**src/rtl/fifo_arb_pkg.sv**
```systemverilog
// Shared types and width helpers for the FIFO write-port arbiter.
//   arb_state_t   : arbiter FSM states
//   idx_width     : owner index width for n requesters
//   cnt_width     : beat counter width able to hold 0..burst
//   onehot_to_idx : index of the set bit in a one-hot vector
package fifo_arb_pkg;

  typedef enum logic [0:0] {
    ARB_IDLE  = 1'b0,
    ARB_GRANT = 1'b1
  } arb_state_t;

  // Widest one-hot vector onehot_to_idx accepts; callers zero-extend to this.
  localparam int unsigned MAXN = 64;

  function automatic int unsigned idx_width(input int unsigned n);
    return (n > 1) ? $clog2(n) : 1;
  endfunction

  function automatic int unsigned cnt_width(input int unsigned b);
    return $clog2(b + 1);
  endfunction

  function automatic int unsigned onehot_to_idx(input logic [MAXN-1:0] oh);
    int unsigned idx = 0;
    for (int unsigned i = 0; i < MAXN; i++) begin
      if (oh[i]) idx = i;
    end
    return idx;
  endfunction

endpackage

```
**src/rtl/fifo_write_arbiter_if.sv**
```systemverilog
// Requester/FIFO-write bundle for fifo_write_arbiter.
//   slave  : arbiter view (requests and wfull in; ready, write and status out)
//   master : environment view (requesters plus the FIFO write side)
interface fifo_write_arbiter_if #(
  parameter int unsigned nreq  = 4,
  parameter int unsigned dw    = 2,
  parameter int unsigned burst = 4
);
  import fifo_arb_pkg::*;

  localparam int unsigned iw = idx_width(nreq);
  localparam int unsigned bw = cnt_width(burst);

  logic [nreq-1:0]    req_valid;
  logic [nreq*dw-1:0] req_data;
  logic [nreq-1:0]    req_last;
  logic [nreq-1:0]    req_ready;
  logic               fifo_wr;
  logic [dw-1:0]      fifo_wdata;
  logic               fifo_wfull;
  logic [nreq-1:0]    grant;
  logic [iw-1:0]      owner_id;
  logic [bw-1:0]      beat_cnt;
  logic               busy;

  modport slave (
    input  req_valid, req_data, req_last, fifo_wfull,
    output req_ready, fifo_wr, fifo_wdata, grant, owner_id, beat_cnt, busy
  );

  modport master (
    output req_valid, req_data, req_last, fifo_wfull,
    input  req_ready, fifo_wr, fifo_wdata, grant, owner_id, beat_cnt, busy
  );

endinterface

```
**src/rtl/rr_picker.sv**
```systemverilog
// Combinational round-robin picker: first set bit of valid_i searching
// circularly from last_i+1.
//   valid_i    : request vector
//   last_i     : index of the previous owner (lowest priority)
//   pick_o     : one-hot winner, zero when nothing is valid
//   pick_idx_o : index of the winner
//   any_o      : at least one request is valid
module rr_picker
  import fifo_arb_pkg::*;
#(
  parameter int unsigned nreq = 4,
  parameter int unsigned iw   = 2
) (
  input  logic [nreq-1:0] valid_i,
  input  logic [iw-1:0]   last_i,
  output logic [nreq-1:0] pick_o,
  output logic [iw-1:0]   pick_idx_o,
  output logic            any_o
);

  always_comb begin
    pick_o = '0;
    any_o  = 1'b0;
    // k = nreq wraps back to last_i itself, so it has the lowest priority.
    for (int unsigned k = 1; k <= nreq; k++) begin
      int unsigned idx;
      idx = (32'(last_i) + k) % nreq;
      if (!any_o && valid_i[iw'(idx)]) begin
        pick_o[iw'(idx)] = 1'b1;
        any_o            = 1'b1;
      end
    end
    pick_idx_o = iw'(onehot_to_idx(MAXN'(pick_o)));
  end

endmodule

```
**src/rtl/fifo_write_arbiter.sv**
```systemverilog
// Round-robin arbiter sharing one FIFO write port among nreq packet sources.
// A grant is held until end-of-packet or burst beats, with one arbitration
// cycle between grants.
//   wclk, wrst : write-domain clock, asynchronous active-high reset
//   bus        : requester handshakes, FIFO write/wfull, grant status
module fifo_write_arbiter
  import fifo_arb_pkg::*;
#(
  parameter int unsigned nreq  = 4,
  parameter int unsigned dw    = 2,
  parameter int unsigned burst = 4
) (
  input  logic                  wclk,
  input  logic                  wrst,
  fifo_write_arbiter_if.slave   bus
);

  localparam int unsigned iw = idx_width(nreq);
  localparam int unsigned bw = cnt_width(burst);

  arb_state_t      state_q;
  logic [nreq-1:0] grant_q;
  logic [iw-1:0]   owner_q;
  logic [bw-1:0]   cnt_q;
  logic            busy_q;

  logic [nreq-1:0] pick;
  logic [iw-1:0]   pick_idx;
  logic            pick_any;

  logic            granted_c;
  logic            wr_c;
  logic            release_c;
  logic [dw-1:0]   wdata_c;

  rr_picker #(
    .nreq (nreq),
    .iw   (iw)
  ) u_picker (
    .valid_i    (bus.req_valid),
    .last_i     (owner_q),
    .pick_o     (pick),
    .pick_idx_o (pick_idx),
    .any_o      (pick_any)
  );

  // Owner handshake; wfull gates both ready and write in the same cycle.
  always_comb begin
    wdata_c = '0;
    for (int unsigned i = 0; i < nreq; i++) begin
      if (owner_q == iw'(i)) wdata_c = bus.req_data[i*dw +: dw];
    end
    granted_c = (state_q == ARB_GRANT);
    wr_c      = granted_c & bus.req_valid[owner_q] & ~bus.fifo_wfull;
    // Last beat and burst limit on the same beat still release only once.
    release_c = wr_c & (bus.req_last[owner_q] | (cnt_q == bw'(burst - 1)));
  end

  assign bus.req_ready  = (granted_c && !bus.fifo_wfull) ? grant_q : '0;
  assign bus.fifo_wr    = wr_c;
  assign bus.fifo_wdata = wdata_c;
  assign bus.grant      = grant_q;
  assign bus.owner_id   = owner_q;
  assign bus.beat_cnt   = cnt_q;
  assign bus.busy       = busy_q;

  // Arbitration FSM; owner_q survives release so the last owner ranks lowest.
  always_ff @(posedge wclk or posedge wrst) begin
    if (wrst) begin
      state_q <= ARB_IDLE;
      grant_q <= '0;
      owner_q <= iw'(nreq - 1);
      cnt_q   <= '0;
      busy_q  <= 1'b0;
    end else begin
      case (state_q)
        ARB_IDLE: begin
          if (pick_any) begin
            state_q <= ARB_GRANT;
            grant_q <= pick;
            owner_q <= pick_idx;
            cnt_q   <= '0;
            busy_q  <= 1'b1;
          end
        end
        ARB_GRANT: begin
          if (release_c) begin
            state_q <= ARB_IDLE;
            grant_q <= '0;
            cnt_q   <= '0;
            busy_q  <= 1'b0;
          end else if (wr_c) begin
            cnt_q <= cnt_q + bw'(1);
          end
        end
        default: begin
          state_q <= ARB_IDLE;
          grant_q <= '0;
          cnt_q   <= '0;
          busy_q  <= 1'b0;
        end
      endcase
    end
  end

endmodule

```
**src/flat_wrapper.sv**
```systemverilog
// flat-port wrapper written by rule: the top's interface ports become plain ports
module fifo_write_arbiter_flat import fifo_arb_pkg::*;
#(
  parameter int unsigned nreq  = 4,
  parameter int unsigned dw    = 2,
  parameter int unsigned burst = 4
)
  (wclk, wrst, bus_req_valid, bus_req_data, bus_req_last, bus_fifo_wfull, bus_req_ready, bus_fifo_wr, bus_fifo_wdata, bus_grant, bus_owner_id, bus_beat_cnt, bus_busy);
  fifo_write_arbiter_if #(.nreq(nreq), .dw(dw), .burst(burst)) bus_i ();
  input  logic wclk;
  input  logic wrst;
  input wire logic [$bits(bus_i.req_valid)-1:0] bus_req_valid;
  input wire logic [$bits(bus_i.req_data)-1:0] bus_req_data;
  input wire logic [$bits(bus_i.req_last)-1:0] bus_req_last;
  input wire logic [$bits(bus_i.fifo_wfull)-1:0] bus_fifo_wfull;
  output wire logic [$bits(bus_i.req_ready)-1:0] bus_req_ready;
  output wire logic [$bits(bus_i.fifo_wr)-1:0] bus_fifo_wr;
  output wire logic [$bits(bus_i.fifo_wdata)-1:0] bus_fifo_wdata;
  output wire logic [$bits(bus_i.grant)-1:0] bus_grant;
  output wire logic [$bits(bus_i.owner_id)-1:0] bus_owner_id;
  output wire logic [$bits(bus_i.beat_cnt)-1:0] bus_beat_cnt;
  output wire logic [$bits(bus_i.busy)-1:0] bus_busy;
  assign bus_i.req_valid = bus_req_valid;
  assign bus_i.req_data = bus_req_data;
  assign bus_i.req_last = bus_req_last;
  assign bus_i.fifo_wfull = bus_fifo_wfull;
  assign bus_req_ready = bus_i.req_ready;
  assign bus_fifo_wr = bus_i.fifo_wr;
  assign bus_fifo_wdata = bus_i.fifo_wdata;
  assign bus_grant = bus_i.grant;
  assign bus_owner_id = bus_i.owner_id;
  assign bus_beat_cnt = bus_i.beat_cnt;
  assign bus_busy = bus_i.busy;
  fifo_write_arbiter #(.nreq(nreq), .dw(dw), .burst(burst)) u_core (.wclk(wclk), .wrst(wrst), .bus(bus_i));
endmodule
```
**config.mk**
```make
export PLATFORM = sky130hd
export DESIGN_NAME = fifo_write_arbiter_flat
export DESIGN_NICKNAME = d
export VERILOG_FILES = /design/src/rtl/fifo_arb_pkg.sv /design/src/rtl/fifo_write_arbiter_if.sv /design/src/rtl/rr_picker.sv /design/src/rtl/fifo_write_arbiter.sv /design/src/flat_wrapper.sv
export SDC_FILE = /design/constraint.sdc
export NUM_CORES = 1
export LEC_CHECK = 0
export CAP_MARGIN = 20
export CELL_PAD_IN_SITES_DETAIL_PLACEMENT = 2
export CELL_PAD_IN_SITES_GLOBAL_PLACEMENT = 2
export CORE_ASPECT_RATIO = 1.75
export CORE_MARGIN = 2
export CORE_UTILIZATION = 26
export DETAILED_ROUTE_END_ITERATION = 12
export PLACE_DENSITY = 0.88
export SYNTH_ARGS = -nofsm -noshare
export SYNTH_HDL_FRONTEND = slang
export SYNTH_SLANG_ARGS = --single-unit
export TNS_END_PERCENT = 30
```
**constraint.sdc**
```tcl
create_clock -name wclk -period 3.03 [get_ports wclk]
set_input_delay 0.7575 -clock wclk [delete_from_list [all_inputs] [get_ports wclk]]
set_output_delay 0.7575 -clock wclk [all_outputs]
set_load 0.01 [all_outputs]
```
==> results of run 1 <==
cells by family after synthesis:
| family | share of synthesized area (%) |
|---|---|
| compound gates | 21.3 |
| fa+ha+maj | 11.5 |
| buf+inv | 4.73 |
| flops | 25.6 |
| mux | 15.6 |
| simple gates | 21.2 |
cells in the final DEF, fill, tap and decap left out, drive strengths merged, types with 2 or more instances in the layout:
cell and count:
a22o 4, a2111oi 2, nor2 7, o22ai 3, a21boi 2, nor2b 4, mux4 5, nand2b 4
nand2 13, clkdlybuf4s50 32, dfstp 2, dfrtp 9, and3 9, mux2i 3, clkbuf 4, a21oi 6
ha 10, mux2 2, dlygate4sd2 3, o21ai 11, inv 7, buf 8
what timing repair did:
action                                  CTS  global route
resized for setup                         5             0
hold endpoints to repair                  0             0
buffers inserted                          0             0
endpoints found under the setup margin    3             0
where the power goes:
part	leakage (nW)	internal (mW)	total [mW]	switching, mW
clock	0.0228	0.0924	0.147	0.0546
combinational	0.533	0.542	1.14	0.596
sequential	0.136	0.213	0.268	0.0556
metal layers:
layer  vias up  track usage (%)  part of all wire (%)
li1        516                -                     -
met4         0             5.13                   1.1
met3         4             1.84                   3.9
met2        35             33.5                    59
met5         -                0                     0
met1       565             16.0                    35
critical path, stage by stage:
cell,delay (ps)
clkdlybuf4s50_1,440
mux4_2,470
and3_1,210
dlygate4sd2_1,290
sequential cells by signal, summed over array words and instances (netlist names):
signal / flops
u_core.bus.grant: 4
u_core.bus.owner_id: 2
u_core.granted_c: 1
u_core.bus.busy: 1
u_core.bus.beat_cnt: 3
cell type report:
type                            instances  area [um2]
Clock buffer                            4        45.0
Fill cell                             473        2490
Inverter                                7        26.3
Multi-Input combinational cell         95         761
Sequential cell                        11         278
Tap cell                               49        61.3
Timing Repair Buffer                   43         407
metrics by stage:
stage          util [%]  hold WS [ps]  area, um2
2_1_floorplan         -           518       1080
3_3_place_gp       37.6           465       1530
3_5_place_dp       37.6           473       1530
4_1_cts            38.7           505       1580
5_1_grt            38.7           537       1580
6_report           38.7           500       1580
how the worst max path moves through the flow:
stage                           startpoint             endpoint  slack, ps
detailed placement        bus_req_valid[3]          bus_fifo_wr       -110
floorplan           u_core.bus.owner_id[0]  u_core.bus.grant[3]        400
global route        u_core.bus.owner_id[0]    bus_fifo_wdata[0]         50
global placement          bus_req_valid[3]          bus_fifo_wr        -80
finish                    bus_req_valid[0]          bus_fifo_wr        100
CTS                       bus_req_valid[3]          bus_fifo_wr         90
==> run summary, run 1 <==
Vias in the first global route: 1248
Number of port buffers: 35
Reg2reg path depth: 8
CTS H-Tree Depth: 1
R2R Path End: u_core.bus.owner_id[0]
Area growth syn-to-layout: 45.4%
Setup slack at placement: -110 ps
CP required: 2270 ps
Synth area leaders: dfrtp_1 21%, ha_1 12%, mux4_2 10%
Startpoint of the lowest-slack hold path: u_core.bus.busy
DIE HEIGHT: 89.4 um
TritonRoute pass-1 iters: 4
Outcome: completed
Via density: 5.36
Initial Util: 26.6%
GRT Total Usage: 16.3%
R2R Setup Slk: 400 ps
Core area: 4070 um2
Die span in x: 52.8 um
CP Max Fanout: 2
Final min period: 2930 ps
Pwr Density: 984 nW/um2
Setup Viol. Count Final: 0
Mapped Area: 1080 um2
Via count: 1120
First-pass GRT wire length: 5810 um
Seq cells post-synth: 11
Post-synth top area share: 20.8%
Ant diodes: 0
TritonCTS Sinks: 11
Post-synth EDFFs: 0
Async set-reset flop share out of synthesis: 100%
Drt wl/cell: 16.6 um
Net Count, Synth: 146
Hold worst-path end: u_core.bus.busy
Tcrit/Tclk final: 96.7%
Total Power: 1.55 mW
Clock Pin Slew Worst Setup and Hold Paths: 50 ps
Routability cong.: 0.768
Largest net degree at the start of global routing: 14
Hold crit path type: reg -> reg
Peak Freq: 341 MHz
DRC violations left: 0
Least-Margin Pin Slew: 662 ps
Fin Setup TNS: 0 ps
Share of cells above drive strength 1: 17.5%
Overflow after GRT: 0
Yosys cell types: 36
Post-Syn Area per Cell: 9.27 um2
Critical Path Start Type: input port
Crit Reg-Reg Startpoint: u_core.bus.owner_id[0]
Initial antenna violation count: 0
CTS root buf: clkbuf_8
Max Clock Skew: 3.20 ps
Peak supply drop: 0.354 mV
Max_cap viols: 0
Post-Layout Cell Count: 209
Placed wire-length estimate: 2850 um
Final count of hold timing violations: 0
Dominant cell type by area after synthesis: dfrtp_1
Pleak: 0.692 nW
Post-CTS Hold Fix Bufs: 0
CTS tree: built
CTS Buffer Depth: 2
Post-route setup slack: 99.3 ps
Placed cells: 205
Synth cell count leaders: 13 x nand2_1, 10 x ha_1, 9 x and3_1, 9 x dfrtp_1, 7 x nor2_1
Primary FF master, synth: dfrtp_1
Wirelength, routed: 3470 um
Synth Instances: 117
Row cnt: 31
Worst-skew pair later-pin latency: 240 ps
Unrepaired setup endpoints after global routing: no
Yosys Warn Count: 0
Most common cell in the netlist: nand2_1
Slew margin rel.: 55.7%
Arrival time worst endpoint: 2170 ps
# IOs: 36
Seq/Total Area, Yosys: 25.6%
Path type of the worst setup path: in -> out
CTS buffer count: 3
Iter 0 DRT Violations: 6
DIE AREA: 4720 um2
Final slew viol count: 0
Nets@finish: 190
Post-route ant nets: 0
Hold Path Depth: 1
CP Capture Type: primary output
Note: power is estimated with default switching activity, not from simulation.
==> run 2, diff against run 1 <==
- CORE_UTILIZATION: 26 -> 24
- PLACE_DENSITY: 0.88 -> 0.86
- clock period: 3.03 -> 2.4 ns (I/O delays scaled with it)
==> run 2 against run 1 <==
  * The flow now finishes with violations (setup timing)
  * Highest routed layer unchanged
  * Setup slack worse by 120 ps
  * Critical path type is now reg -> reg
  * Power is 82% higher
  * Non-clock buffer count is 28 higher
  * Routed wire length is 41% higher
==> run summary, run 2 (same netlist as run 1, synthesis figures left out) <==
CTS buffer count: 3 (unchanged)
Vias in the first global route: 1401 (+12%)
DIE HEIGHT: 92.9 um (+3.9%)
Core area: 4360 um2 (+7.2%)
WP buf/inv: 4 (+2)
Metal2 WL: 3150 um (+53%)
Unrepaired setup endpoints after global routing: yes
Post-route ant nets: 0 (unchanged)
Drt wl/cell: 20.4 um (+23%)
Via count: 1243 (+11%)
CP peak stage delay: 550 ps (+80 ps)
Least-Margin Pin Slew: 470 ps (-192 ps)
Max Clock Skew: 3.92 ps (+0.719 ps)
Nets@finish: 218 (+15%)
CTS H-Tree Depth: 1 (unchanged)
Max reg flops: 4 (unchanged)
Post-route setup slack: -21.9 ps (-121 ps)
Hold crit path type: reg -> reg
Routability cong.: 0.767 (-0.12%)
Critical path's top delay family: flip-flops
Highest routed layer: met4
Number of port buffers: 35 (unchanged)
Multi-input gate area: 920 um2 (+21%)
Fillers: 479 (+1.3%)
CTS tree: built
TritonRoute pass-1 iters: 4 (unchanged)
Share of cells above drive strength 1: 42.0% (+25 points)
CTS Buffer Depth: 2 (unchanged)
DIE AREA: 5090 um2 (+7.8%)
CP max stage cell: dfstp_2
Pwr Density: 1440 nW/um2 (+47%)
Worst-skew pair later-pin latency: 240 ps (about the same)
Register Area: 278 um2 (unchanged)
CTS root buf: clkbuf_8
Wire length on met3: 139 um (+3.7%)
Commonest non-fill, non-tap cells in the layout: 30 x buf_4, 22 x clkdlybuf4s50_1, 11 x nand2_1
Most common cell after layout, fill and taps aside: buf_4
Critical Path Start Type: flip-flop
Final slew viol count: 0 (unchanged)
Initial Util: 24.9% (-1.8 points)
TritonCTS Sinks: 11 (unchanged)
Placed wire-length estimate: 3490 um (+22%)
Peak Freq: 413 MHz
Outcome: complete, but fails checks
# IOs: 36 (unchanged)
Tcrit/Tclk final: 101%
CP required: 2520 ps (+250 ps)
Final min period: 2420 ps
CP Max Fanout: 5 (+3)
Post-Route M1 WL: 1490 um (+21%)
Initial antenna violation count: 0 (unchanged)
Area growth syn-to-layout: 80.9%
Die span in x: 54.8 um (+3.8%)
GRT Total Usage: 17.9% (+1.6 points)
Via density: 5.20 (-2.9%)
Clock Pin Slew Worst Setup and Hold Paths: 50 ps (about the same)
Placement Cell Area: 1660 um2 (+8.7%)
Total Power: 2.83 mW (+82%)
Slew margin rel.: 68.4% (+13 points)
Violated checks: setup timing
Crit-path most repeated cell: buf_4
Arrival time worst endpoint: 2550 ps (+380 ps)
Iter 0 DRT Violations: 14 (+8)
DRC violations left: 0 (unchanged)
CP Capture Type: flip-flop
Overflow after GRT: 0 (unchanged)
Wirelength, routed: 4870 um (+41%)
Finished Cell Area: 1960 um2 (+24%)
R2R Setup Slk: -20 ps (-420 ps)
Pleak: 0.888 nW (+28%)
Path type of the worst setup path: reg -> reg
Ant diodes: 0 (unchanged)
First-pass GRT wire length: 6640 um (+14%)
Largest net degree at the start of global routing: 13 (-1)
Peak supply drop: 0.785 mV (+120%)
Worst-path cell chain: inv_2, buf_6, ha_4, mux4_2, buf_4, a2111oi_4, o21ai_2, buf_4, a22o_1
Setup Viol. Count Final: 3 (+3)
Final count of hold timing violations: 0 (unchanged)
Setup slack at placement: -453 ps (-342 ps)
Max_cap viols: 0 (unchanged)
Row cnt: 32 (+3.2%)
## run 2: final cells by class
type                       instances  area share, %
multi-input combinational         95           46.9
timing repair buffer              71           32.0
sequential                        11           14.2
tap                               51           3.25
clock buffer                       4           2.30
inverter                           7           1.47
## run 2: what timing repair did
item                                   CTS  global route
setup endpoints to repair               13             8
hold buffers                             0             0
endpoints found under the hold margin    0             0
resized for setup                       28            31
pin swaps                                2            15
buffers inserted                         3            11
## run 2: power by group
part	internal (mW)	switching [mW]
clock network	0.117	0.0728
logic	1.19	1.10
registers	0.269	0.0796
total	1.58	1.25
## run 2: final timing paths
| kind | from | endpoint | cells past startpoint |
|---|---|---|---|
| max in group asynchronous | wrst | u_core.bus.owner_id[1] | 2 |
| min | u_core.bus.busy | u_core.bus.busy | 1 |
| max | u_core.bus.owner_id[1] | u_core.bus.grant[2] | 9 |
| min in group asynchronous | wrst | u_core.bus.busy | 2 |
| max reg2reg | u_core.bus.owner_id[1] | u_core.bus.grant[2] | 9 |
| min reg2reg | u_core.bus.busy | u_core.bus.busy | 1 |
## run 2: layer usage
layer | up-vias | GRT usage (%)
li1 | 571 | -
met1 | 626 | 14.8
met2 | 38 | 38.8
met3 | 8 | 1.29
met4 | 0 | 4.79
met5 | - | 0
## run 2: worst register-to-register path, cell delays in order (launching register included)
cell	delay (ps)
dfstp_2	550
inv_2	60
buf_6	120
ha_4	320
mux4_2	430
buf_4	190
a2111oi_4	210
o21ai_2	110
buf_4	140
a22o_1	170
## run 2: through the flow
step | hold slack, ps | setup TNS [ps] | utilization [%] | cells
after detailed placement | 490 | -3160 | 38.1 | 221
after global routing | 525 | -439 | 45.0 | 239
after global placement | 466 | -1880 | 38.1 | 221
after floorplan | 451 | -6.35 | - | 117
after CTS | 511 | -47.4 | 39.5 | 228
final | 504 | -24.8 | 45.0 | 239
